===== config.mk =====
export PLATFORM = sky130hd
export DESIGN_NAME = preadder_mt_pair
export DESIGN_NICKNAME = d
export VERILOG_FILES = /design/src/rtl/preadder_mt_pair.sv
export SDC_FILE = /design/constraint.sdc
export NUM_CORES = 2
export LEC_CHECK = 0
export BUFFER_PORTS_ARGS = -buffer_cell sky130_fd_sc_hd__buf_2
export CELL_PAD_IN_SITES_DETAIL_PLACEMENT = 1
export CELL_PAD_IN_SITES_GLOBAL_PLACEMENT = 1
export CORE_MARGIN = 4
export CORE_UTILIZATION = 46
export DETAILED_ROUTE_END_ITERATION = 8
export PLACE_DENSITY_LB_ADDON = 0.1
export SYNTH_ARGS = -nofsm -noshare
export SYNTH_HDL_FRONTEND = slang
export SYNTH_SLANG_ARGS = --single-unit

===== constraint.sdc =====
create_clock -name clk -period 8.4 [get_ports clk]
set_input_delay 0.84 -clock clk [delete_from_list [all_inputs] [get_ports clk]]
set_output_delay 0.84 -clock clk [all_outputs]
set_load 0.02 [all_outputs]

===== src/rtl/preadder_mt_pair.sv =====
// Multi-thread coefficient-wise pre-adder feeding the polynomial multiplier.
// Each thread can hold a first pair beat until its matching second beat arrives.
module preadder_mt_pair #(
  parameter int unsigned  N_THREADS = 4,
  parameter int unsigned  N_COEF    = 3,
  parameter int unsigned  W         = 36,
  parameter int unsigned  LATENCY   = 2,
  parameter logic [W-1:0] SUB_BIAS  = {1'b1, {(W-1){1'b0}}},
  localparam int unsigned TW        = (N_THREADS > 1) ? $clog2(N_THREADS) : 1
) (
  input  logic                   clk,
  input  logic                   rst,
  input  logic                   in_valid,
  input  logic [TW-1:0]          in_tid,
  input  logic [1:0]             in_mode,
  input  logic [N_COEF*W-1:0]    in_x,
  input  logic [N_COEF*W-1:0]    in_y,
  output logic                   out_valid,
  output logic [TW-1:0]          out_tid,
  output logic [N_COEF*W-1:0]    out_z0,
  output logic [N_COEF*W-1:0]    out_z1,
  output logic                   out_ovf,
  output logic                   err_pair
);

  localparam int unsigned DW = N_COEF * W;

  localparam logic [1:0] MODE_PASS     = 2'b00;
  localparam logic [1:0] MODE_ADDSUB   = 2'b01;
  localparam logic [1:0] MODE_PAIR_ADD = 2'b10;

  typedef enum logic {ST_IDLE = 1'b0, ST_HELD = 1'b1} state_e;

  state_e        state_q [N_THREADS];
  state_e        state_d [N_THREADS];
  logic [DW-1:0] hx_q    [N_THREADS];
  logic [DW-1:0] hx_d    [N_THREADS];
  logic [DW-1:0] hy_q    [N_THREADS];
  logic [DW-1:0] hy_d    [N_THREADS];
  logic [1:0]    hmode_q [N_THREADS];
  logic [1:0]    hmode_d [N_THREADS];

  logic          tid_ok_c;
  logic          emit_c;
  logic          err_c;
  logic [DW-1:0] sel_hx_c;
  logic [DW-1:0] sel_hy_c;
  logic [DW-1:0] z0_c;
  logic [DW-1:0] z1_c;
  logic          ovf_c;
  logic [W:0]    r0_c;
  logic [W:0]    r1_c;

  logic          vld_q [LATENCY];
  logic [TW-1:0] tid_q [LATENCY];
  logic [DW-1:0] z0_q  [LATENCY];
  logic [DW-1:0] z1_q  [LATENCY];
  logic          ovf_q [LATENCY];
  logic          err_q;

  // {carry, sum} of a+b
  function automatic logic [W:0] add_c(input logic [W-1:0] a, input logic [W-1:0] b);
    return (W+1)'(a) + (W+1)'(b);
  endfunction

  // {borrow, a-b+SUB_BIAS}; borrow when a+SUB_BIAS < b
  function automatic logic [W:0] sub_b(input logic [W-1:0] a, input logic [W-1:0] b);
    logic [W:0] t;
    t = (W+1)'(a) + (W+1)'(SUB_BIAS);
    return {(t < (W+1)'(b)), W'(t - (W+1)'(b))};
  endfunction

  // Per-thread pairing FSM: decides hold / emit / violation for the incoming beat
  always_comb begin : thread_next
    tid_ok_c = ({1'b0, in_tid} < (TW+1)'(N_THREADS));
    err_c    = in_valid && !tid_ok_c;
    emit_c   = 1'b0;
    sel_hx_c = '0;
    sel_hy_c = '0;
    for (int unsigned t = 0; t < N_THREADS; t++) begin
      state_d[t] = state_q[t];
      hx_d[t]    = hx_q[t];
      hy_d[t]    = hy_q[t];
      hmode_d[t] = hmode_q[t];
      if (in_valid && tid_ok_c && (in_tid == TW'(t))) begin
        if ((state_q[t] == ST_HELD) && (in_mode == hmode_q[t])) begin
          emit_c     = 1'b1;
          sel_hx_c   = hx_q[t];
          sel_hy_c   = hy_q[t];
          state_d[t] = ST_IDLE;
        end else begin
          // A mismatched beat drops the held one and is then treated as fresh
          if (state_q[t] == ST_HELD) err_c = 1'b1;
          if (in_mode[1]) begin
            state_d[t] = ST_HELD;
            hx_d[t]    = in_x;
            hy_d[t]    = in_y;
            hmode_d[t] = in_mode;
          end else begin
            state_d[t] = ST_IDLE;
            emit_c     = 1'b1;
          end
        end
      end
    end
  end

  // Coefficient-wise result for whichever beat emits this cycle
  always_comb begin : datapath
    z0_c  = '0;
    z1_c  = '0;
    ovf_c = 1'b0;
    r0_c  = '0;
    r1_c  = '0;
    for (int unsigned i = 0; i < N_COEF; i++) begin
      case (in_mode)
        MODE_PASS: begin
          r0_c = {1'b0, in_x[i*W +: W]};
          r1_c = {1'b0, in_y[i*W +: W]};
        end
        MODE_ADDSUB: begin
          r0_c = add_c(in_x[i*W +: W], in_y[i*W +: W]);
          r1_c = sub_b(in_x[i*W +: W], in_y[i*W +: W]);
        end
        MODE_PAIR_ADD: begin
          r0_c = add_c(sel_hx_c[i*W +: W], in_x[i*W +: W]);
          r1_c = add_c(sel_hy_c[i*W +: W], in_y[i*W +: W]);
        end
        default: begin
          r0_c = add_c(sel_hx_c[i*W +: W], in_x[i*W +: W]);
          r1_c = sub_b(sel_hx_c[i*W +: W], in_x[i*W +: W]);
        end
      endcase
      z0_c[i*W +: W] = r0_c[W-1:0];
      z1_c[i*W +: W] = r1_c[W-1:0];
      ovf_c          = ovf_c | r0_c[W] | r1_c[W];
    end
  end

  always_ff @(posedge clk) begin : thread_regs
    if (rst) begin
      for (int unsigned t = 0; t < N_THREADS; t++) begin
        state_q[t] <= ST_IDLE;
        hx_q[t]    <= '0;
        hy_q[t]    <= '0;
        hmode_q[t] <= 2'b00;
      end
    end else begin
      for (int unsigned t = 0; t < N_THREADS; t++) begin
        state_q[t] <= state_d[t];
        hx_q[t]    <= hx_d[t];
        hy_q[t]    <= hy_d[t];
        hmode_q[t] <= hmode_d[t];
      end
    end
  end

  // Result pipeline; payload only moves with its valid so outputs hold when idle
  always_ff @(posedge clk) begin : pipe_regs
    if (rst) begin
      err_q <= 1'b0;
      for (int unsigned s = 0; s < LATENCY; s++) begin
        vld_q[s] <= 1'b0;
        tid_q[s] <= '0;
        z0_q[s]  <= '0;
        z1_q[s]  <= '0;
        ovf_q[s] <= 1'b0;
      end
    end else begin
      err_q    <= err_c;
      vld_q[0] <= emit_c;
      if (emit_c) begin
        tid_q[0] <= in_tid;
        z0_q[0]  <= z0_c;
        z1_q[0]  <= z1_c;
        ovf_q[0] <= ovf_c;
      end
      for (int unsigned s = 1; s < LATENCY; s++) begin
        vld_q[s] <= vld_q[s-1];
        if (vld_q[s-1]) begin
          tid_q[s] <= tid_q[s-1];
          z0_q[s]  <= z0_q[s-1];
          z1_q[s]  <= z1_q[s-1];
          ovf_q[s] <= ovf_q[s-1];
        end
      end
    end
  end

  assign out_valid = vld_q[LATENCY-1];
  assign out_tid   = tid_q[LATENCY-1];
  assign out_z0    = z0_q[LATENCY-1];
  assign out_z1    = z1_q[LATENCY-1];
  assign out_ovf   = ovf_q[LATENCY-1];
  assign err_pair  = err_q;

endmodule


==> run metrics <==
run status=finished with violations; failing checks=DRC; Post-synth EDFFs=438; Worst-Margin Slew=1.13 ns; Crit. End Element=flop; vias in the first global route=74,100; P_leak=34.8 nW; cts bufs inserted=153; worst-path fanout max=23; Final Max Tran Viols=0; Peak Freq=0.153 GHz; ranking of synthesized cells by area=dfxtp_1, edfxtp_1, nand2_1; Die Wd=420 um; Synth Area in Compound Gates=22.6%; Clk Latency, worst-skew pair=0.82 ns; syn_area_per_cell=8.09 um2; CTS tree=yes; cell with the most instances after synthesis=nand2_1; Netlist cell types=100; drt first pass iters=9; sequential area share after synthesis=39.4%; clk root buf=clkbuf_16; XOR/XNOR Fraction of Synth Area=4.06%; P per Cell Area=193 nW/um2; routability cong.=0.971; Yosys reg bits=1,317; share of cells above drive strength 1=9.76%; Syn Inst Count=9,656; Post-synth ARST share=0%; Netlist Area Pre-Place=78,100 um2; share of the synthesized area in the top cell type=22.5%; final setup vio count=0; H-tree depth=4; Peak VDD IR=211 uV; mux cell area share after synthesis=1.43%; largest net degree at the start of global routing=195; clk buf depth=3; drt total wl=337 mm; pre-CTS setup slack=1.30 ns; Worst EP arrival=7.05 ns; Total Routing Usage GR=36.9%; # rows=150; maxcap violations=0; Core Region=168,000 um2; fin crit share=77.9%; Post CTS Setup Buffer Count=0; Final Skew=0.0367 ns; Period minus WS final=6.54 ns; R2R Path Start=hmode_q[3][1]; CTS-repair resized insts=0; largest family of logic cells by synthesized area=compound AO/OA/AOI/OAI gates; first-pass GRT wire length=492 mm; Synth Area in Simple Gates=18.9%; WS Path Type=in -> reg; dpl cell area=80,600 um2; io pins=444; antenna violations before repair=56; Clock Pin Slew Worst Setup and Hold Paths=0.07 ns; Num Clock Sinks=1,317; post-DP HPWL=241 mm; final hold viol count=0; vias per inst=6.32; CP Launch Type=primary input; Slew HR=24.9%; Setup TNS Final=0 ns; Die Ht=420 um; total congestion overflow=0; Ys Warns=0; Iter 0 DRT Violations=8,848; required time of the critical path=8.91 ns; Setup crit start=in_tid[1]; post-DR wirelength/cell=28.2 um; leading area contributor after synthesis=dfxtp_1; die footprint=177,000 um2; setup repair after global routing missed its margin=false; Post-CTS Hold Buffers=0; Synth top cells by count=nand2_1, a21oi_1, dfxtp_1, clkbuf_1, nor2_1; start point of the worst hold path=in_y[99]; Hold/Removal Path Class=in -> reg; final net count=10,200; Port Buffers=443; synthesis-to-finish area growth=10.1%; initial cell density of the core=46.5%; DRC viols=16; Adder-Cell Fraction of Synth Area=7.27%; Final ANT Viol Nets=0; post-route cell area=86,000 um2; prevailing post-synth register cell=dfxtp_1; total number of vias=75,500; Syn Nets=10,300; fin worst setup slack=1.86 ns
[critical path, stage by stage]
cell and delay, ns:
buf_2 0.19, or3b_2 0.59, nor2_4 0.76, buf_4 0.33, a222oi_1 0.15, a21oi_1 0.30, ha_1 0.24, o211a_1 0.16
o31ai_1 0.19, a21oi_1 0.54, o21ai_1 0.20, o211ai_1 0.38, o21ai_1 0.24, o311ai_0 0.91, nand4_1 0.19, or3_1 0.38
nor2_1 0.26, a41oi_1 0.17
[stage by stage]
step,utilization [%],power (W),hold slack [ns],cells
after detailed placement,48.0,0.00955,0.446,11600
final,51.2,0.0166,0.332,11900
after floorplan,-,0.00864,0.433,9656
after global routing,51.2,0.0171,0.332,11900
after CTS,51.2,0.0166,0.273,11900
after global placement,48.0,0.00949,0.441,11600
[final timing paths]
kind	to	slack (ns)	cells after the start
worst max-delay path	ovf_q[0][0]	1.86	18
worst min-delay path	hy_q[1][99]	0.33	3
worst max register to register	ovf_q[0][0]	1.97	17
worst min register to register	hx_q[3][35]	0.45	2
[layer usage]
| layer | track usage (%) | wire, um | vias up |
|---|---|---|---|
| met5 | 0 | 130 | - |
| met4 | 10.6 | 9750 | 20 |
| met3 | 7.21 | 33200 | 478 |
| met2 | 55.2 | 144000 | 3393 |
| met1 | 54.0 | 149000 | 37900 |
| li1 | - | - | 33600 |
[cells by family (layout without fill, tap and decap cells)]
kind of cell / after synthesis / in the layout
AND/OR/NAND/NOR: 3473 / 3473
XOR/XNOR: 362 / 362
other: 0 / 30
multiplexers: 63 / 63
buffers and inverters: 1115 / 1158
adder cells (fa/ha/maj): 447 / 447
flip-flops: 1317 / 1317
AO/OA/AOI/OAI: 2879 / 2879
[state kept, by name, indices dropped and copies added, names as in the netlist]
register,flops
tid_q,4
z1_q,216
ovf_q,2
vld_q,2
z0_q,216
err_pair,1
state_q,4
hy_q,432
hmode_q,8
hx_q,432
[placed cells by master (no fill, tap or decap), types with 53 or more instances in the layout]
cell type,n
nor2b_1,56
a222oi_1,219
nand2b_1,57
nand3_1,96
buf_2,440
nor3_1,71
a21o_1,194
a21oi_1,1583
a211oi_1,65
and2_1,257
dfxtp_1,879
ha_1,435
o21ai_0,346
edfxtp_1,438
buf_4,102
a31oi_1,53
nor2_1,539
xor2_1,150
clkbuf_16,159
nand2_1,2194
inv_1,303
xnor2_1,212
[layout make-up]
type                       instances  area [um2]
sequential                      1317       30700
inverter                         304        1140
clock buffer                     210        4360
multi-input combinational       7224       42500
tap                             2204        2760
clock inverter                    76         978
fill                           20200       82000
timing repair buffer             568        3470
antenna                           30        75.1
[report_power, final]
part	internal, W	leakage (nW)	switching (W)
Combinational	0.000738	20.4	0.00172
Sequential	0.00689	11.7	0.000136
Clock	0.00420	2.63	0.00294
Total	0.0118	34.8	0.00480
Note: power is estimated with default switching activity, not from simulation.
